===== config.mk =====
export PLATFORM = sky130hd
export DESIGN_NAME = plic_claim_agent
export DESIGN_NICKNAME = d
export VERILOG_FILES = /design/src/rtl/plic_claim_agent.sv
export SDC_FILE = /design/constraint.sdc
export NUM_CORES = 1
export LEC_CHECK = 0
export BUFFER_PORTS_ARGS = -buffer_cell sky130_fd_sc_hd__buf_4
export CAP_MARGIN = 20
export CORE_MARGIN = 2
export CORE_UTILIZATION = 42
export DETAILED_ROUTE_END_ITERATION = 8
export GPL_TIMING_DRIVEN = 0
export HOLD_SLACK_MARGIN = 0.12
export PLACE_DENSITY = 0.82
export SLEW_MARGIN = 5
export SYNTH_ARGS = -nofsm -noshare
export SYNTH_HDL_FRONTEND = slang
export SYNTH_SLANG_ARGS = --single-unit

===== constraint.sdc =====
create_clock -name clk_i -period 2.4 [get_ports clk_i]
set_input_delay 0.12 -clock clk_i [delete_from_list [all_inputs] [get_ports clk_i]]
set_output_delay 0.12 -clock clk_i [all_outputs]
set_load 0.03 [all_outputs]

===== src/rtl/plic_claim_agent.sv =====
// PLIC claim/complete agent for one interrupt context: claims via a bus read, hands the ID to a consumer, completes via a bus write.
// Optional bus watchdog under `PLIC_CLAIM_AGENT_TIMEOUT_EN. Bus ports are the packed reg_intf layouts:
// req_o = {addr[31:0], write, wdata[31:0], wstrb[3:0], valid}, resp_i = {rdata[31:0], error, ready}.
module plic_claim_agent #(
  parameter int unsigned N_SOURCE       = 128,
  parameter int unsigned SRCW           = $clog2(N_SOURCE + 1),
  parameter int unsigned TARGET_ID      = 0,
  parameter logic [31:0] PLIC_BASE      = 32'h0C00_0000,
  parameter logic [31:0] CC_OFFSET      = 32'h0020_0004,
  parameter logic [31:0] CTX_STRIDE     = 32'h0000_1000,
  parameter int unsigned TIMEOUT_CYCLES = 256
) (
  input  logic            clk_i,
  input  logic            rst_i,
  input  logic            enable_i,
  input  logic            eip_i,
  output logic [69:0]     req_o,
  input  logic [33:0]     resp_i,
  output logic            irq_valid_o,
  output logic [SRCW-1:0] irq_id_o,
  input  logic            irq_ready_i,
  input  logic            done_i,
  output logic            busy_o,
  output logic            err_o,
  output logic [15:0]     spurious_cnt_o
);

  localparam logic [31:0] CC_ADDR = PLIC_BASE + CC_OFFSET + TARGET_ID * CTX_STRIDE;

  typedef enum logic [2:0] {
    S_IDLE,
    S_CLAIM,
    S_DISPATCH,
    S_SERVICE,
    S_COMPLETE
  } state_t;

  function automatic logic [15:0] sat_inc(input logic [15:0] v);
    return (v == 16'hFFFF) ? v : v + 16'd1;
  endfunction

  state_t          r_state;
  state_t          w_state_nxt;
  logic [SRCW-1:0] r_id;
  logic            r_err;
  logic [15:0]     r_spur;
  logic            w_err_set;
  logic            w_spur_inc;
  logic            w_id_load;
  logic            w_bus;
  logic            w_rdy;
  logic            w_rerr;
  logic [SRCW-1:0] w_rid;
  logic            w_tmo_hit;
  logic            w_unused_rdata;

  assign w_rdy          = resp_i[0];
  assign w_rerr         = resp_i[1];
  assign w_rid          = resp_i[2 +: SRCW];
  assign w_unused_rdata = ^resp_i[33:2+SRCW];
  assign w_bus          = (r_state == S_CLAIM) || (r_state == S_COMPLETE);

`ifdef PLIC_CLAIM_AGENT_TIMEOUT_EN
  localparam int unsigned TW = $clog2(TIMEOUT_CYCLES + 1);
  logic [TW-1:0] r_tmo;

  // Counts cycles spent waiting on the bus; restarts on every state change or ready.
  always_ff @(posedge clk_i) begin
    if (rst_i || !w_bus || w_rdy || (w_state_nxt != r_state)) r_tmo <= '0;
    else                                                      r_tmo <= r_tmo + 1'b1;
  end
  assign w_tmo_hit = w_bus && !w_rdy && (r_tmo == TW'(TIMEOUT_CYCLES - 1));
`else
  assign w_tmo_hit = 1'b0;
`endif

  always_ff @(posedge clk_i) begin
    if (rst_i) begin
      r_state <= S_IDLE;
      r_id    <= '0;
      r_err   <= 1'b0;
      r_spur  <= 16'd0;
    end else begin
      r_state <= w_state_nxt;
      if (w_id_load)  r_id   <= w_rid;
      if (w_err_set)  r_err  <= 1'b1;
      if (w_spur_inc) r_spur <= sat_inc(r_spur);
    end
  end

  always_comb begin
    w_state_nxt = r_state;
    w_err_set   = 1'b0;
    w_spur_inc  = 1'b0;
    w_id_load   = 1'b0;
    case (r_state)
      S_IDLE: begin
        if (eip_i && enable_i && !r_err) w_state_nxt = S_CLAIM;
      end
      S_CLAIM: begin
        if (w_rdy) begin
          w_state_nxt = S_IDLE;
          if (w_rerr)                          w_err_set  = 1'b1;
          else if (w_rid == '0)                w_spur_inc = 1'b1;
          else if (32'(w_rid) > N_SOURCE)      w_err_set  = 1'b1;
          else begin
            w_id_load   = 1'b1;
            w_state_nxt = S_DISPATCH;
          end
        end else if (w_tmo_hit) begin
          w_err_set   = 1'b1;
          w_state_nxt = S_IDLE;
        end
      end
      S_DISPATCH: begin
        if (irq_ready_i) w_state_nxt = S_SERVICE;
      end
      S_SERVICE: begin
        if (done_i) w_state_nxt = S_COMPLETE;
      end
      S_COMPLETE: begin
        if (w_rdy) begin
          w_err_set   = w_rerr;
          w_state_nxt = S_IDLE;
        end else if (w_tmo_hit) begin
          w_err_set   = 1'b1;
          w_state_nxt = S_IDLE;
        end
      end
      default: w_state_nxt = S_IDLE;
    endcase
  end

  // Request fields are pure functions of state, so they stay stable until ready moves the FSM.
  assign req_o = {
    (w_bus ? CC_ADDR : 32'h0),
    (r_state == S_COMPLETE),
    ((r_state == S_COMPLETE) ? 32'(r_id) : 32'h0),
    ((r_state == S_COMPLETE) ? 4'hF : 4'h0),
    w_bus
  };

  assign irq_valid_o    = (r_state == S_DISPATCH);
  assign irq_id_o       = r_id;
  assign busy_o         = (r_state != S_IDLE);
  assign err_o          = r_err;
  assign spurious_cnt_o = r_spur;

endmodule

==> summary.txt <==
Commonest cells post-synth -> buf_4 (61), dfxtp_1 (28), nand2b_1 (17)
CTS Buffer Depth -> 2
Final period util -> 0.936
CP required -> 2580 ps
Synth Area per Inst -> 8.27 um2
Largest net degree at the start of global routing -> 15
Int Pwr -> 0.000691 W
Final Hold Fails -> 0
Net Sw Frac -> 0.323
Setup Viol. Count Final -> 0
Worst setup slack after layout -> 154 ps
Initial antenna violation count -> 0
Top-area cell type share of the netlist area -> 0.279
WL met2 -> 2.29 mm
Core Region -> 4660 um2
Worst Clk Skew -> 6.13 ps
Worst slew pin tran -> 639 ps
Comb power frac -> 0.278
Largest area contributor in the netlist -> dfxtp_1
HP Class -> in2reg
DRT antenna net count -> 0
DR vias -> 1932
Layout cells sized above 1 -> 0.389
Final WL -> 4.83 mm
Async S/R FF share, synth -> 0
CTS Buf Count -> 3
WHS -> 128 ps
Leakage -> 1.32 nW
Post-Syn Area -> 2010 um2
WL met3 -> 506 um
FMAX -> 0.445 GHz
Synth Warn # -> 0
HPWL after DPL -> 3.77 mm
Psw -> 0.000330 W
VDD IR max -> 0.348 mV
Wl on met1 -> 2.00 mm
Die Width -> 73.2 um
Status -> complete, no violations
Max-slew violations -> 0
Clock transition at path regs -> 100 ps
Setup crit start kind -> flop
Number of global-route vias before repair -> 1621
Worst rel slew slack -> 0.574
Layout area overhead -> 38.1%
Global-route wire length before repair -> 7.41 mm
Drt pass-1 iters -> 4
CP Max Fanout -> 10
GR Util All Layers -> 0.172
Pre-CTS setup slack -> -62.7 ps
Synth top area cells -> dfxtp_1 (28%), buf_4 (23%), nand2b_1 (5.3%)
Critical Path AT -> 2430 ps
Clock network power share -> 0.258
Fillers -> 458
CTS HTree Levels -> 1
Root buf cell -> clkbuf_8
Clock Latency Late Sink -> 280 ps
CP endpoint kind -> flop
Die H -> 73.2 um
Max Used Layer -> met4
Main synth FF type -> dfxtp_1
Seq/Total Area, Yosys -> 0.279
Gpl congestion -> 0.871
Post-synth EDFFs -> 0
IO Pins -> 137
Minimum clock period -> 2250 ps
Reg power frac -> 0.463
DRT iter0 DRCs -> 100
Library cells used by synthesis -> 38
Diode count -> 0
Die Area -> 5360 um2
CTS Sinks -> 28
# DRC -> 0
Routed length per instance -> 11.7 um
Final nets -> 400
Setup Fix Bufs, Post-CTS -> 0
Yosys reg bits -> 28
Initial core utilization -> 0.431
Top-count cell post-synth -> buf_4
Total power -> 0.00102 W
Post-Syn Instances -> 243
PwrDens -> 368 nW/um2
RSZ-0062 raised after global routing -> no
TritonCTS clock tree -> yes
Crit Path Class -> reg2reg
MaxCap Viol Count -> 0
Via density -> 4.70
Port buffer count -> 60
# rows -> 25
Gr ovfl total -> 0
repair_timing:
item,4_1_cts,5_1_grt
resized for setup,0,4
hold buffers,1,0
endpoints found under the setup margin,6,13
hold endpoints to repair,1,0
per-stage QoR:
stage / std cells / util / setup TNS [ps] / area [um2]
after floorplan: 294 / - / 0 / 2200
after global placement: 408 / 0.584 / 0 / 2720
after detailed placement: 408 / 0.584 / -216 / 2720
after CTS: 411 / 0.594 / 0 / 2770
after global routing: 411 / 0.596 / 0 / 2780
final: 411 / 0.596 / 0 / 2780
final cells by class:
cell class | instances | area (um2) | area share
Multi-Input combinational cell | 190 | 1120 | 0.403
Tap cell | 54 | 67.6 | 0.0243
Sequential cell | 28 | 562 | 0.202
Buffer | 72 | 515 | 0.186
Clock buffer | 3 | 41.3 | 0.0149
Timing Repair Buffer | 61 | 460 | 0.166
Inverter | 3 | 11.3 | 0.00406
routing by layer:
layer,vias to the layer above,track usage
li1,967,-
met1,869,0.216
met2,92,0.296
met3,4,0.0442
met4,0,0.0309
met5,-,0
critical path: stages (launching register included):
cell	delay (ps)
dfxtp_1	370
nand4bb_1	230
or4_4	540
buf_6	150
buf_6	140
nor4_1	330
mux2_2	370
cell families after synthesis:
kind of cell	after synthesis	synth area share
mux	13	0.0678
flops	28	0.279
buf+inv	76	0.263
other cells	1	0.00187
simple gates	91	0.278
xor+xnor	1	0.00436
fa+ha+maj	1	0.00622
compound gates	32	0.100
cells in the final DEF, fill, tap and decap left out, drive strengths merged, types with 2 or more instances in the layout:
cell,count
buf,123
conb,52
dfxtp,28
nand2b,17
a21oi,15
or4,12
clkbuf,12
nor2,10
and2,9
o31ai,8
mux2i,8
nor4,8
nand3,6
nor2b,6
nand2,6
nand4,5
mux2,5
inv,3
o21ai,3
or3,2
and4,2
or2,2
registers in the layout (all words and copies together), names as in the netlist:
signal / flops
r_state: 3
err_o: 1
irq_id_o: 8
spurious_cnt_o: 16
worst paths after layout:
path / slack (ps) / start / endpoint / cells after the start
worst max-delay path: 150 / r_state[1] / spurious_cnt_o[10] / 6
worst min-delay path: 130 / resp_i[7] / irq_id_o[5] / 3
worst max register to register: 150 / r_state[1] / spurious_cnt_o[10] / 6
worst min register to register: 480 / err_o / err_o / 2
power groups by stage:
| stage | registers, W | logic [W] | clock network [W] |
|---|---|---|---|
| after detailed placement | 0.000481 | 0.000283 | 0 |
| after floorplan | 0.000485 | 0.000231 | 0 |
| final | 0.000473 | 0.000284 | 0.000264 |
| after global placement | 0.000481 | 0.000281 | 0 |
| after global routing | 0.000474 | 0.000302 | 0.000289 |
| after CTS | 0.000473 | 0.000281 | 0.000272 |
Power figures use the tool's default switching activity.
